--- src/rtl/bist_pkg.sv ---
// Shared definitions for the memory-BIST controller, datapath and bench.
// Holds the geometry defaults, the depth derivation and the march element encoding.
package bist_pkg;

  localparam int ADDR_W_DEF = 4;
  localparam int WIDTH_DEF  = 8;

  function automatic int depth_of(input int addr_w);
    return 1 << addr_w;
  endfunction

  typedef enum logic [1:0] {
    MARCH_W0 = 2'd0,
    MARCH_R0 = 2'd1,
    MARCH_W1 = 2'd2,
    MARCH_R1 = 2'd3
  } march_op_e;

endpackage

--- src/rtl/bist_addr_counter.sv ---
// Up/down address counter for the BIST datapath; wraps modulo DEPTH and
// flags the terminal count of the current direction on carry.
module bist_addr_counter
  import bist_pkg::*;
#(
  parameter int ADDR_W = ADDR_W_DEF
) (
  input  logic              clk,
  input  logic              rst,
  input  logic              reset,
  input  logic              preset,
  input  logic              en,
  input  logic              up_down,
  output logic [ADDR_W-1:0] addr,
  output logic              carry
);

  logic [ADDR_W-1:0] addr_q, addr_d;

  // Sync clear beats preset, preset beats stepping.
  always_comb begin
    addr_d = addr_q;
    if (reset)       addr_d = '0;
    else if (preset) addr_d = '1;
    else if (en)     addr_d = up_down ? addr_q + ADDR_W'(1) : addr_q - ADDR_W'(1);
  end

  always_ff @(posedge clk or posedge rst) begin
    if (rst) addr_q <= '0;
    else     addr_q <= addr_d;
  end

  assign addr  = addr_q;
  assign carry = up_down ? (addr_q == '1) : (addr_q == '0);

endmodule

--- src/rtl/bist_mem_datapath.sv ---
// Responder side of the memory-BIST interface: address counter, RAM under test,
// one-cycle read-compare pipeline and a stuck-at fault injector on both RAM paths.
module bist_mem_datapath
  import bist_pkg::*;
#(
  parameter int ADDR_W = ADDR_W_DEF,
  parameter int WIDTH  = WIDTH_DEF
) (
  input  logic                                  clk,
  input  logic                                  rst,
  input  logic                                  reset,
  input  logic                                  preset,
  input  logic                                  en,
  input  logic                                  up_down,
  input  logic                                  read,
  input  logic                                  write,
  input  logic                                  data,
  output logic                                  carry,
  output logic                                  is_equal,
  output logic [ADDR_W-1:0]                     addr,
  input  logic                                  fi_en,
  input  logic [ADDR_W-1:0]                     fi_addr,
  input  logic [((WIDTH > 1) ? $clog2(WIDTH) : 1)-1:0] fi_bit,
  input  logic                                  fi_val
);

  localparam int DEPTH = depth_of(ADDR_W);

  logic [WIDTH-1:0] mem_q [DEPTH];
  logic [WIDTH-1:0] rd_q, rd_d, exp_q, exp_d;
  logic [WIDTH-1:0] bg_word, wr_word, cell_word;
  logic             cmp_valid_q, cmp_valid_d;
  logic             fi_hit, do_read;

  bist_addr_counter #(.ADDR_W(ADDR_W)) u_addr_counter (
    .clk     (clk),
    .rst     (rst),
    .reset   (reset),
    .preset  (preset),
    .en      (en),
    .up_down (up_down),
    .addr    (addr),
    .carry   (carry)
  );

  // The stuck bit is forced on the read path too, so cells written before
  // fi_en rose still present the hard fault.
  always_comb begin
    bg_word   = {WIDTH{data}};
    fi_hit    = fi_en && (addr == fi_addr);
    wr_word   = bg_word;
    cell_word = mem_q[addr];
    if (fi_hit) begin
      wr_word[fi_bit]   = fi_val;
      cell_word[fi_bit] = fi_val;
    end
    do_read     = read && !write;
    cmp_valid_d = do_read;
    rd_d        = do_read ? cell_word : rd_q;
    exp_d       = do_read ? bg_word : exp_q;
  end

  always_ff @(posedge clk or posedge rst) begin
    if (rst) begin
      cmp_valid_q <= 1'b0;
      rd_q        <= '0;
      exp_q       <= '0;
    end else begin
      cmp_valid_q <= cmp_valid_d;
      rd_q        <= rd_d;
      exp_q       <= exp_d;
    end
  end

  // RAM contents deliberately survive rst.
  always_ff @(posedge clk) begin
    if (write) mem_q[addr] <= wr_word;
  end

  assign is_equal = !cmp_valid_q || (rd_q == exp_q);

endmodule

--- config.mk ---
export PLATFORM = sky130hd
export DESIGN_NAME = bist_mem_datapath
export DESIGN_NICKNAME = d
export VERILOG_FILES = /design/src/rtl/bist_pkg.sv /design/src/rtl/bist_addr_counter.sv /design/src/rtl/bist_mem_datapath.sv
export SDC_FILE = /design/constraint.sdc
export NUM_CORES = 1
export LEC_CHECK = 0
export BUFFER_PORTS_ARGS = -buffer_cell sky130_fd_sc_hd__buf_2
export CORE_AREA = 2 2 95 120
export CTS_BUF_LIST = sky130_fd_sc_hd__clkbuf_4
export DETAILED_ROUTE_END_ITERATION = 8
export DIE_AREA = 0 0 97 122
export MAX_ROUTING_LAYER = met4
export PLACE_DENSITY_LB_ADDON = 0.15
export SETUP_SLACK_MARGIN = 0.4
export SLEW_MARGIN = 10
export SYNTH_ARGS = -nofsm -noshare
export SYNTH_HDL_FRONTEND = slang
export SYNTH_SLANG_ARGS = --single-unit
--- constraint.sdc ---
create_clock -name clk -period 2.4 [get_ports clk]
set_clock_uncertainty 0.2 [all_clocks]
set_input_delay 0.12 -clock clk [delete_from_list [all_inputs] [get_ports clk]]
set_output_delay 0.12 -clock clk [all_outputs]
set_load 0.1 [all_outputs]
# == After elaboration in Yosys (flattened, before gate mapping) ==
# Memories as Yosys holds them, arrays and structs flattened.
# Cells that the tools add are included.
# op_classes
add_sub_neg,2
n_lt_le_gt_ge,2
n_eq_ne,3
n_mux,13
n_reduce_logical,8
# ops
op,count
8-bit bitwise mux,2
4-bit 2-to-1 mux,4
8-bit 2-to-1 mux,2
8-bit equality test,1
4-bit by 1-bit adder with 4-bit output (second input constant),1
4-bit equality test,1
4-bit equality test (second input constant),1
4-bit zero test,1
3-bit by 4-bit less-than comparator with 1-bit output (second input constant),1
1-bit 2-to-1 mux,4
4-bit by 1-bit subtractor with 4-bit output (second input constant),1
1-bit demux with 3-bit select,1
3-bit by 1-bit >= comparator with 1-bit output (second input constant),1
1-bit logical AND,3
3-bit nonzero test,1
1-bit zero test,2
1-bit logical OR,1
# word_totals
reg_bits,14
ram_bits,128
in_bits,18
out_inout_bits,6
n_memories,1
# mem_list
name,words,width,read_ports,rd_clocked_by_memory_dff,write_ports,line_no,rtl
mem_q,16,8,1,0,1,bist_mem_datapath.sv:29,logic [WIDTH-1:0] mem_q [DEPTH];

# == Longest topological paths before layout ==
# depth
depth_word,6
depth_mapped,8
mapped_depth_nobuf,7

# == By module ==
# From an unflattened synthesis, not the netlist that was laid out.
# hier_totals
cells_unflattened,354
hier_area_um2,6072.1
# modules_own_cells
mod,instances,cells_each,area_per_inst_um2,seq_area_each_um2
bist_mem_datapath,1,319,5753.0,4093.9
bist_addr_counter,1,35,319.1,100.1

# == Least setup slack after synthesis ==
# Ideal clock, no wire load.
# synth_path
path_kind,register to output
startpoint,reg u_addr_counter.addr_q[3] (netlist: u_addr_counter.addr[3])
endpoint,out carry
arrival_time_ns,3.101
slack_ns,-1.021
stages_incl_launch_ff,6
n_path_buf,2
path_cell_list,dfrtp_1 buf_6 and2_1 clkbuf_1 nand2_1 o22ai_1
# synth_via
elab_chain_cells,2
elab_cells_between_ends,3
cone_classes,eq/ne: 1; mux: 1; reduce/logical: 1
# synth_rtl
element,line_no,rtl
"start, declared",bist_addr_counter.sv:18,"logic [ADDR_W-1:0] addr_q, addr_d;"
"start signal, assigned",bist_addr_counter.sv:30,else addr_q <= addr_d;
4-bit equality test / 4-bit zero test (equally long branches),bist_addr_counter.sv:34,assign carry = up_down ? (addr_q == '1) : (addr_q == '0);
1-bit 2-to-1 mux *,bist_addr_counter.sv:34,
"end, declared",bist_mem_datapath.sv:18,"output logic carry,"
# Every way passes the cells marked *; elsewhere a longest branch is shown, timed or not.

# == Worst setup path in the final report ==
# layout_path
startpoint,reg u_addr_counter.addr_q[0] (netlist: u_addr_counter.addr[0])
endpoint,mem mem_q[7][4] (netlist bit) (data pin)
# layout_via
elab_chain_cells,3
# layout_rtl
element,line_no,rtl
4-bit equality test,bist_mem_datapath.sv:50,fi_hit = fi_en && (addr == fi_addr);
1-bit logical AND,bist_mem_datapath.sv:50,
8-bit 2-to-1 mux,bist_mem_datapath.sv:53,if (fi_hit) begin
net wr_word[4],bist_mem_datapath.sv:31,"logic [WIDTH-1:0] bg_word, wr_word, cell_word;"
"end, declared",bist_mem_datapath.sv:29,
# The timed path passes the listed nets, and every way through them passes these cells.

==> out/metrics.cfg <==
[global_route]
grt_overflow=0
grt_pass1_wl_mm=23.3
grt_pass1_vias=3858
grt.total_usage_pct=28.7
grt_start_max_net_pins=24
antenna_found_initial=1

[power_and_ir_drop]
ir_drop_mv=0.431
p_per_area_mw_per_mm2=668
p_leak_nw=2.74

[sta]
finalSetupViolations=0
post-route-period-util_pct=91.2
grt_setup_unrepaired=true
hold_viol_final=0
holdWs_ns=0.0897
timing.final.ws_setup_ns=0.212
worst_slew_pin_slew_ns=0.628
fin_tns_setup_ns=0
max_freq_ghz=0.457
finalCriticalPeriod_ns=2.19
slew_viol_final=0
max-slew-margin-rel_pct=58.1

[place]
place.gp.congestion=0.899
dp_slack_ns=0.148
dpl_cell_area_mm2=0.00671
hpwl_mm=8.69
io_buffers=23

[logic_synthesis]
synth.ff_latch_count=142
syn_inst=351
synth-edff-count=128
yosys.area.top_type_share_pct=64.1
synth_area_leaders=edfxtp_1, mux4_2, dfrtp_1
ys_warn_count=0
async_reset_ff_share_pct=9.86
synth_top_area_cell=edfxtp_1
ys_seq_area_share_pct=70.0
synth.distinct_cells=41
synthesis.nets=372
avgSynthCellArea_um2=17.1
synth_area_mm2=0.00599
synth_flop_cell=edfxtp_1

[cts]
cts_sinks=142
clk_latency_ns=0.54
clk_pin_slew_ns=0.11
clock-root-buffer=clkbuf_4
clockBufferDepth=2
h-tree-depth=4
cts_buffers=17
tritoncts=done

[detailed_routing]
drt_iter0_markers=445
wl_mm=16.0
first_pass_iters=5
wl_per_cell_um=26.2
post-route-drc-count=0
routed-via-count=3843
ant_nets=0
vias_per_cell=6.29

[worst_setup_path]
required_ns=2.47
worstPathCellList=xor2_2 > nor3_2 > nand3_2 > buf_12 > buf_8 > nor3_4 > o21ai_4
crit_type=reg -> reg
cp_num_buf_inv=2
critical-path-slowest-cell=dfrtp_4
start_kind=register
crit_fanout=8
critPathTopFamily=simple AND/OR/NAND/NOR gates
critPathArrivalTime_ns=2.26
slowest_delay_ns=0.56
cp-end-kind=register

[floorplan]
start_util_pct=55.4
rows=43
pin_count=24
coreArea_mm2=0.0108
die_h_um=122
die_w_um=97
die-area_mm2=0.0118

[final_layout]
fin_area_mm2=0.00791
drive_above_1_share_pct=48.2
synthToLayoutAreaGrowth_pct=32.0
fin_nets=483

[hold_path]
min_path_type=in -> reg

[run_status]
status=finished clean

[flow_run]
max-cap-violations=0

-- worst paths after layout --
kind / startpoint / to / slack, ns / cells past startpoint
worst max-delay path: u_addr_counter.addr[0]$_DFFE_PP0P_ / mem_q[7][4]$_DFFE_PP_ / 0.21 / 7
worst min-delay path: fi_addr[1] / rd_q[1]$_DFFE_PP0P_ / 0.09 / 5
worst max register to register: u_addr_counter.addr[0]$_DFFE_PP0P_ / mem_q[7][4]$_DFFE_PP_ / 0.21 / 7
worst min register to register: rd_q[3]$_DFFE_PP0P_ / rd_q[3]$_DFFE_PP0P_ / 0.40 / 2
max in group asynchronous: rst / u_addr_counter.addr[2]$_DFFE_PP0P_ / 0.97 / 4
min in group asynchronous: rst / cmp_valid_q$_DFF_PP0_ / 0.54 / 4
-- cells by family after synthesis --
group,count (synthesis),share of synthesized area (%)
flip-flops,142,70.0
AND/OR/NAND/NOR,93,7.31
AO/OA/AOI/OAI,47,5.35
multiplexers,33,12.8
buffers and inverters,26,2.80
XOR/XNOR,7,1.02
adder cells (fa/ha/maj),3,0.752
-- routing by layer --
metal / vias up / GRT usage, % / routed length [um]
met5: - / - / 0
met4: 0 / 15.5 / 788
met3: 54 / 5.79 / 1520
met2: 212 / 43.1 / 7620
met1: 1938 / 37.4 / 6090
li1: 1639 / - / -
-- layout by cell type, fill, tap and decap left out, drive strengths merged, types with 12 or more instances in the layout --
cell type,Yosys,final
a22oi,16,16
buf,12,93
clkbuf,10,20
dfrtp,14,14
dlygate4sd3,0,17
edfxtp,128,128
mux4,32,32
nand2,18,18
nor2,34,34
nor3,14,14
o21ai,9,12
-- state kept, by name (all words and copies together) (netlist names) --
| signal | count |
|---|---|
| rd_q | 8 |
| exp_q | 1 |
| cmp_valid_q | 1 |
| u_addr_counter.addr | 4 |
| mem_q | 128 |
-- where the power goes --
group | internal [W] | switching (W)
registers | 0.00278 | 0.0000535
logic | 0.000430 | 0.000510
clock network | 0.000646 | 0.000862
-- worst min-delay path, stage by stage --
cell and delay [ns]:
buf_2 0.10, xnor2_2 0.08, and3_4 0.22, nand4_1 0.16, a31oi_1 0.10
-- Yosys cell counts, types with 3 or more instances --
cell type  count
buf_2          6
xor2_1         4
nand4_1        7
inv_1          4
xnor2_1        3
mux4_1         9
nor2_1        34
o21ai_0        7
edfxtp_1     128
a31oi_1        9
buf_6          3
nand2b_1       4
a22oi_1       16
o31ai_1        6
nor3_1        13
dfrtp_1       14
nand3_1        4
clkbuf_1       9
nor2b_1        6
nand2_1       18
mux4_2        23
-- through the flow --
| stage | util, % | instances | power, W |
|---|---|---|---|
| floorplan | - | 351 | 0.00339 |
| finish | 73.1 | 611 | 0.00529 |
| detailed placement | 62.1 | 518 | 0.00357 |
| CTS | 71.5 | 600 | 0.00526 |
| global route | 73.1 | 611 | 0.00548 |
| global placement | 62.1 | 518 | 0.00355 |
-- area by class of cell --
cell class	instances	area, um2
Antenna cell	1	2.50
Clock buffer	19	143
Clock inverter	13	139
Fill cell	620	2910
Inverter	4	15.0
Multi-Input combinational cell	186	2100
Sequential cell	142	4210
Tap cell	135	169
Timing Repair Buffer	111	1130
-- what timing repair did --
item,in CTS,in global routing
pin swaps,36,20
gates resized for setup,58,13
setup endpoints to repair,180,165
cloned,5,1
hold buffers,17,0
buffers inserted,28,9
hold endpoints to repair,64,0
No activity file was read; power rests on OpenSTA's default activity.
